--- config.mk ---
export PLATFORM = sky130hd
export DESIGN_NAME = dht11_reader
export DESIGN_NICKNAME = d
export VERILOG_FILES = /design/src/rtl/dht11_reader.sv
export SDC_FILE = /design/constraint.sdc
export NUM_CORES = 1
export LEC_CHECK = 0
export ABC_AREA = 1
export CAP_MARGIN = 30
export CORE_ASPECT_RATIO = 0.9
export CORE_MARGIN = 3
export CORE_UTILIZATION = 63
export DETAILED_ROUTE_END_ITERATION = 16
export GPL_TIMING_DRIVEN = 0
export PLACE_DENSITY = 0.87
export SYNTH_ARGS = -nofsm -noshare
export SYNTH_HDL_FRONTEND = slang
export SYNTH_SLANG_ARGS = --single-unit
--- constraint.sdc ---
create_clock -name clk -period 5.27 [get_ports clk]
set_input_delay 0.7905 -clock clk [delete_from_list [all_inputs] [get_ports clk]]
set_output_delay 0.7905 -clock clk [all_outputs]
set_load 0.02 [all_outputs]
--- src/rtl/dht11_reader.sv ---
// dht11_reader
//   Runs one DHT11 single-wire transaction per start request: host start
//   pulse, sensor response, 40 data bits, checksum check. The last good
//   humidity/temperature reading is held on the data outputs for the
//   display stage. The sensor line is open-drain; this block only pulls it
//   low (dht_oe=1) or releases it (dht_oe=0).
//
// Ports
//   clk          system clock (CLK_HZ)
//   rst          synchronous, active-high reset
//   start        read request, sampled only while idle
//   dht_in       raw sensor line (asynchronous)
//   dht_oe       1 = pull line low, 0 = release
//   busy         transaction in progress
//   valid        one-cycle pulse, new reading latched
//   error        one-cycle pulse, timeout or checksum failure
//   hum_int, hum_dec, temp_int, temp_dec   last good reading
//   dbg_state_o  current FSM state encoding
//
// Handshake: start is a level sampled in IDLE only; there is no ready.
// valid/error are single-cycle pulses, mutually exclusive, and coincide
// with busy falling. Data outputs change only in the cycle valid is high.
module dht11_reader #(
  parameter int unsigned CLK_HZ        = 50_000_000,
  parameter int unsigned START_LOW_US  = 18000,
  parameter int unsigned TIMEOUT_US    = 200,
  parameter int unsigned BIT_THRESH_US = 40
) (
  input  logic       clk,
  input  logic       rst,
  input  logic       start,
  input  logic       dht_in,
  output logic       dht_oe,
  output logic       busy,
  output logic       valid,
  output logic       error,
  output logic [7:0] hum_int,
  output logic [7:0] hum_dec,
  output logic [7:0] temp_int,
  output logic [7:0] temp_dec,
  output logic [3:0] dbg_state_o
);

  localparam int unsigned TICK_DIV    = CLK_HZ / 1_000_000;
  localparam int unsigned PW          = (TICK_DIV > 1) ? $clog2(TICK_DIV) : 1;
  localparam logic [PW-1:0] PRESC_MAX = PW'(TICK_DIV - 1);
  localparam logic [14:0] START_CNT   = 15'(START_LOW_US);
  localparam logic [14:0] TIMEOUT_CNT = 15'(TIMEOUT_US);
  localparam logic [15:0] THRESH_CNT  = 16'(BIT_THRESH_US);

  typedef enum logic [3:0] {
    S_IDLE      = 4'd0,
    S_START_LOW = 4'd1,
    S_RELEASE   = 4'd2,
    S_RESP_LOW  = 4'd3,
    S_RESP_HIGH = 4'd4,
    S_BIT_LOW   = 4'd5,
    S_BIT_HIGH  = 4'd6,
    S_CHECK     = 4'd7
  } state_t;

  state_t        state_q;
  logic [2:0]    sync_q;
  logic          dly_q;
  logic [PW-1:0] presc_q;
  logic [14:0]   cnt_q;
  logic [5:0]    bits_q;
  logic [39:0]   shift_q;
  logic          oe_q, busy_q, valid_q, error_q;
  logic [7:0]    hum_int_q, hum_dec_q, temp_int_q, temp_dec_q;

  logic          line_w, rise_w, fall_w, us_tick;
  logic [15:0]   width_w;
  logic          bit_w;
  logic [7:0]    sum_w;
  logic          timeout_w;

  // Third synchronizer flop is the decoded line; dly_q is one cycle older.
  assign line_w = sync_q[2];
  assign rise_w = line_w & ~dly_q;
  assign fall_w = ~line_w & dly_q;

  assign us_tick = (presc_q == PRESC_MAX);

  // The falling edge arrives in the cycle that ends the high phase, so the
  // tick of that cycle is counted too. A high phase of exactly
  // BIT_THRESH_US ticks therefore reaches the threshold and decodes as 1.
  assign width_w = {1'b0, cnt_q} + {15'd0, us_tick};
  assign bit_w   = (width_w >= THRESH_CNT);

  // 8-bit sum, carries dropped.
  assign sum_w = shift_q[39:32] + shift_q[31:24] + shift_q[23:16] + shift_q[15:8];

  assign timeout_w = (cnt_q >= TIMEOUT_CNT);

  always_ff @(posedge clk) begin
    if (rst) begin
      sync_q  <= 3'b111;
      dly_q   <= 1'b1;
      presc_q <= '0;
    end else begin
      sync_q  <= {sync_q[1:0], dht_in};
      dly_q   <= sync_q[2];
      presc_q <= us_tick ? '0 : presc_q + 1'b1;
    end
  end

  always_ff @(posedge clk) begin
    if (rst) begin
      state_q    <= S_IDLE;
      cnt_q      <= '0;
      bits_q     <= '0;
      shift_q    <= '0;
      oe_q       <= 1'b0;
      busy_q     <= 1'b0;
      valid_q    <= 1'b0;
      error_q    <= 1'b0;
      hum_int_q  <= '0;
      hum_dec_q  <= '0;
      temp_int_q <= '0;
      temp_dec_q <= '0;
    end else begin
      valid_q <= 1'b0;
      error_q <= 1'b0;
      cnt_q   <= cnt_q + {14'd0, us_tick};
      case (state_q)
        S_IDLE: begin
          cnt_q <= '0;
          if (start) begin
            state_q <= S_START_LOW;
            busy_q  <= 1'b1;
            oe_q    <= 1'b1;
            bits_q  <= '0;
          end
        end
        S_START_LOW: begin
          if (cnt_q >= START_CNT) begin
            state_q <= S_RELEASE;
            cnt_q   <= '0;
            oe_q    <= 1'b0;
          end
        end
        S_RELEASE, S_RESP_LOW, S_RESP_HIGH, S_BIT_LOW: begin
          if ((state_q == S_RELEASE) && fall_w) begin
            state_q <= S_RESP_LOW;
            cnt_q   <= '0;
          end else if ((state_q == S_RESP_LOW) && rise_w) begin
            state_q <= S_RESP_HIGH;
            cnt_q   <= '0;
          end else if ((state_q == S_RESP_HIGH) && fall_w) begin
            state_q <= S_BIT_LOW;
            cnt_q   <= '0;
          end else if ((state_q == S_BIT_LOW) && rise_w) begin
            state_q <= S_BIT_HIGH;
            cnt_q   <= '0;
          end else if (timeout_w) begin
            state_q <= S_IDLE;
            cnt_q   <= '0;
            busy_q  <= 1'b0;
            error_q <= 1'b1;
          end
        end
        S_BIT_HIGH: begin
          if (fall_w) begin
            shift_q <= {shift_q[38:0], bit_w};
            bits_q  <= bits_q + 6'd1;
            cnt_q   <= '0;
            state_q <= (bits_q == 6'd39) ? S_CHECK : S_BIT_LOW;
          end else if (timeout_w) begin
            state_q <= S_IDLE;
            cnt_q   <= '0;
            busy_q  <= 1'b0;
            error_q <= 1'b1;
          end
        end
        S_CHECK: begin
          state_q <= S_IDLE;
          cnt_q   <= '0;
          busy_q  <= 1'b0;
          if (sum_w == shift_q[7:0]) begin
            valid_q    <= 1'b1;
            hum_int_q  <= shift_q[39:32];
            hum_dec_q  <= shift_q[31:24];
            temp_int_q <= shift_q[23:16];
            temp_dec_q <= shift_q[15:8];
          end else begin
            error_q <= 1'b1;
          end
        end
        default: begin
          state_q <= S_IDLE;
          cnt_q   <= '0;
          busy_q  <= 1'b0;
          oe_q    <= 1'b0;
        end
      endcase
    end
  end

  assign dht_oe      = oe_q;
  assign busy        = busy_q;
  assign valid       = valid_q;
  assign error       = error_q;
  assign hum_int     = hum_int_q;
  assign hum_dec     = hum_dec_q;
  assign temp_int    = temp_int_q;
  assign temp_dec    = temp_dec_q;
  assign dbg_state_o = state_q;

endmodule

; After elaboration in Yosys (flattened, before gate mapping)
; Cells that the tools add are included.
[word_totals]
reg_bits = 111
in_bits = 4
output_inout_bits = 40
elab_cells = 106
[op_classes]
n_addsub = 7
magnitude_cmp = 3
eq_ne = 18
muxes = 40
bitwise_logic = 7
reduce_logical = 16
[op_table]
columns = cell, count
row1 = $mux W15, 7
row2 = $pmux W15 S3, 1
row3 = $mux W4, 8
row4 = $add A8 B8 Y8, 3
row5 = $add A15 B1 Y16, 1
row6 = $eq A4 B3 Y1 const B, 4
row7 = $ge A16 B6 Y1 const B, 1
row8 = $mux W1, 16
row9 = $ne A2 B2 Y1 const B, 8
row10 = $pmux W4 S4, 1
row11 = $add A15 B1 Y15, 1
row12 = $ge A15 B15 Y1 const B, 1
row13 = $ge A15 B8 Y1 const B, 1
row14 = $add A6 B1 Y6 const B, 2
row15 = $eq A6 B6 Y1 const B, 2
row16 = $mux W6, 2
row17 = $pmux W6 S2, 1
row18 = $eq A4 B2 Y1 const B, 2
row19 = $eq A8 B8 Y1, 1
row20 = $reduce_and A7 Y1, 1
row21 = $pmux W1 S3, 2
row22 = $reduce_and A2 Y1, 3
row23 = $reduce_and A3 Y1, 2
row24 = $reduce_or A6 Y1, 1
row25 = other kinds (10), 19

; Depth between registers and ports, before layout
[depth]
word_depth = 8
ltp_mapped = 19

; Worst setup path after synthesis
; OpenSTA, ideal clock, no wires.
[synth_timing]
path_type = register -> register
start = register shift_q[9]
end = register hum_dec_q[0] (netlist: hum_dec[0])
setup_time_ns = 0.064
t_arrival_ns = 3.200
required_time_ns = 5.206
setup_slack_ns = 2.006
path_stages_with_launch = 17
n_path_buf = 1
synth_period_minus_slack_ns = 3.264
cell_sequence = dfxtp_1 -> fa_1 -> inv_1 -> fa_1 -> inv_1 -> ha_1 -> fa_1 -> xnor2_1 -> nand3_1 -> nor2_1 -> nand3_1 -> nor3_4 -> nand3_2 -> buf_2 -> nand2_1 -> inv_1 -> nor2_1
[synth_via]
elab_chain_len = 3
[synth_rtl]
columns = item, line
row1 = from (decl), 68  ; logic [39:0] shift_q;
row2 = from (signal assigned), 165  ; shift_q <= {shift_q[38:0], bit_w};
row3 = $add A8 B8 Y8, 92  ; assign sum_w = shift_q[39:32] + shift_q[31:24] + shift_q[23:16] + shift_q[15:8];
row4 = $eq A8 B8 Y1, 180  ; if (sum_w == shift_q[7:0]) begin
row5 = $reduce_and A2 Y1 (no line), --
row6 = to (signal assigned), 183  ; hum_dec_q <= shift_q[31:24];
row7 = to (decl), 70  ; logic [7:0] hum_int_q, hum_dec_q, temp_int_q, temp_dec_q;
; No other way between the ends.
; A chain may end at the register's enable or synchronous reset.

; Final worst setup path
[layout_timing]
start = register shift_q[9]
end = register temp_dec_q[5] (netlist: temp_dec[5])
[layout_via]
elab_chain_len = 3
[layout_rtl]
columns = item, line
row1 = $add A8 B8 Y8, 92
row2 = $eq A8 B8 Y1, 180
row3 = $reduce_and A2 Y1 (no line), --
row4 = to (signal assigned), 185  ; temp_dec_q <= shift_q[15:8];
row5 = to (decl), 70
; No other way between the ends.

==> impl_results.md <==
- Synthesized area: 5669 µm²
- Register share of total power: 59.2%
- Slowest stage cell, crit path: fa_1
- Crit path required time: 5.59 ns
- Syn_nets: 854
- Mapped Cells: 824
- Post-DP HPWL: 10.02 mm
- Leakage power: 2.803 nW
- Area Overhead vs Synth: 13.84%
- Period utilization: 73.13%
- Crit-path max FO: 10
- Worst Path Arrival: 4.17 ns
- Buf/Inv on CP: 4
- PD cells: 222.6 nW/µm²
- Placed inst area: 6248 µm²
- Final Hold Viols: 0
- Core region area: 8648 µm²
- DRC: 0
- GRT Util Overall: 27.16%
- Hold crit path type: reg -> reg
- CP cell instances: fa_1 -> inv_1 -> fa_1 -> inv_1 -> ha_1 -> fa_1 -> xnor2_1 -> nand3_1 -> nor2_1 -> nand3_1 -> nor3_4 -> nand3_2 -> buf_2 -> nand2_1 -> inv_1 -> nor2_1
- P_sw: 0.3226 mW
- Sequential fraction of the synthesis area: 39.20%
- Sw frac: 22.45%
- Antenna diode count: 0
- Slew Viols, Final: 0
- Floorplan row count: 32
- Clk sinks: 111
- Final ANT Viol Nets: 0
- Root Driver: clkbuf_8
- Period minus WS final: 3.854 ns
- Number of gates resized after cts: 0
- # hold bufs at CTS: 0
- Worst path max stage delay: 0.54 ns
- Final Power: 1.437 mW
- Cell family with most CP delay: adder cells
- Post-Syn Area per Cell: 6.880 µm²
- Post-Route WL: 12.98 mm
- Skew-Pair Late Insertion Delay: 0.38 ns
- Vias in the first global route: 4781
- Most common cell after layout, fill and taps aside: nand2_1
- Max Clk Rate: 259.5 MHz
- Chip width: 106.0 µm
- Nets: 909
- Setup Crit Path Kind: reg -> reg
- Most frequent cells in the layout: 179 x nand2_1, 160 x inv_1, 111 x dfxtp_1
- CTS buffer count: 9
- Clock buffer depth: 2
- Post-synth top area share: 39.20%
- Max cap viols: 0
- CP endpoint kind: flop
- Post-CTS setup buffers: 0
- RSZ-0062 raised after global routing: false
- DR pass1 iterations: 8
- Initial DRC Count: 303
- Post-route cell area: 6454 µm²
- Cell taking the most area after synthesis: dfxtp_1
- Total gr overflow: 0
- Wire per inst: 12.95 µm
- CTS clk-pin slew, worst paths: 0.09 ns
- Starting Density: 65.55%
- First-pass GRT wire length: 22.17 mm
- Setup TNS: 0 ns
- Synth top area cells: dfxtp_1 39%, nand2_1 12%, inv_1 11%
- Routability cong.: 0.9129
- Startpoint types: flop
- H-tree depth: 3
- CTS tree: yes
- Outcome: completed
- Max IR drop VDD: 0.2325 mV
- Yosys warnings: 0
- Pin count of the biggest net entering global routing: 17
- Die ar.: 10170 µm²
- Slew margin rel.: 58.48%
- # setup viols final: 0
- Initial antenna violation count: 0
- Worst Skew: 0.01186 ns
- Port Buffers: 43
- Via count: 5243
- Avg Vias per Cell: 5.233
- Gate power share: 4.5%
- I/O pin cnt: 44
- Internal power: 1.114 mW
- Least-Margin Pin Slew: 0.6228 ns
- Post-synth cell types: 27
- Yosys reg bits: 111
- Die Span Y: 96.00 µm
- Clock power frac: 36.2%
- Layout cells sized above 1: 4.304%
[power groups by stage]
stage	clock network [mW]	logic [mW]	registers, mW
3_3_place_gp	0	0.0624	0.870
6_report	0.521	0.0649	0.851
4_1_cts	0.529	0.0648	0.851
3_5_place_dp	0	0.0644	0.871
2_1_floorplan	0	0.0417	0.873
5_1_grt	0.566	0.0747	0.853
[cell usage after synthesis (all sizes together)]
master and n:
xnor2 3, nor3 18, nand2 180, o31ai 1, nor3b 3, dfxtp 111, or2 7, o21ai 51
o211ai 1, nand3 37, buf 14, ha 12, nand3b 2, clkbuf 18, inv 163, a21oi 57
nor2 82, xor2 8, conb 1, a31oi 2, nand4 39, fa 14
[final cells by class]
class                      instances  area [µm²]
multi-input combinational        518        2701
inverter                         163       611.8
buffer                            32       133.9
clock inverter                     2       38.79
sequential                       111        2222
clock buffer                      13       158.9
fill                             702        2195
tap                              119       148.9
timing repair buffer              44       437.9
[registers in the layout, summed over array words and instances (netlist names), 3 cells and up]
register	cells
bits_q	6
temp_int	8
hum_dec	8
shift_q	40
presc_q	6
hum_int	8
temp_dec	8
sync_q	3
dbg_state_o	4
cnt_q	15
[worst reg2reg max path: cells and delay by family, from the launching register on]
kind / cells / cell delay [ns]
fa+ha+maj: 4 / 1.78
simple gates: 7 / 1.15
buf+inv: 4 / 0.39
flops: 1 / 0.35
xor+xnor: 1 / 0.11
[cells by family (layout without fill, tap and decap cells)]
logic type	Yosys count	count (layout)	synth area share, %
AOI/OAI and AO/OA	112	112	10.02
xor gates and xnor gates	11	11	1.700
adders and majority gates	26	26	7.592
buffers and inverters	195	254	13.15
DFF	111	111	39.20
other	1	1	0.06615
and+or+nand+nor	368	368	28.27
[layer usage]
metal	vias up	share of wire, %	routed length, µm	track usage [%]
met3	22	6.9	893	6.372
met5	-	0	0	0
met4	0	2.1	267	8.954
li1	2666	-	-	-
met1	2394	46	5949	37.40
met2	161	45	5867	42.52
[path summary, 6_finish.rpt]
check | cells past startpoint | endpoint | from | slack [ns]
worst min-delay path | 1 | sync_q[1] | sync_q[0] | 0.42
worst min register to register | 1 | sync_q[1] | sync_q[0] | 0.42
worst max-delay path | 16 | temp_dec[5] | shift_q[9] | 1.42
worst max register to register | 16 | temp_dec[5] | shift_q[9] | 1.42
[per-stage QoR]
stage / hold WS [ns] / util (%) / setup WS [ns] / cells
2_1_floorplan: 0.3895 / - / 2.006 / 824
6_report: 0.4215 / 74.62 / 1.416 / 1002
5_1_grt: 0.4441 / 74.62 / 1.158 / 1002
4_1_cts: 0.4268 / 74.54 / 1.392 / 1001
3_5_place_dp: 0.4036 / 72.25 / 1.445 / 986
3_3_place_gp: 0.3993 / 72.25 / 1.480 / 986
No activity file was read; power rests on OpenSTA's default activity.
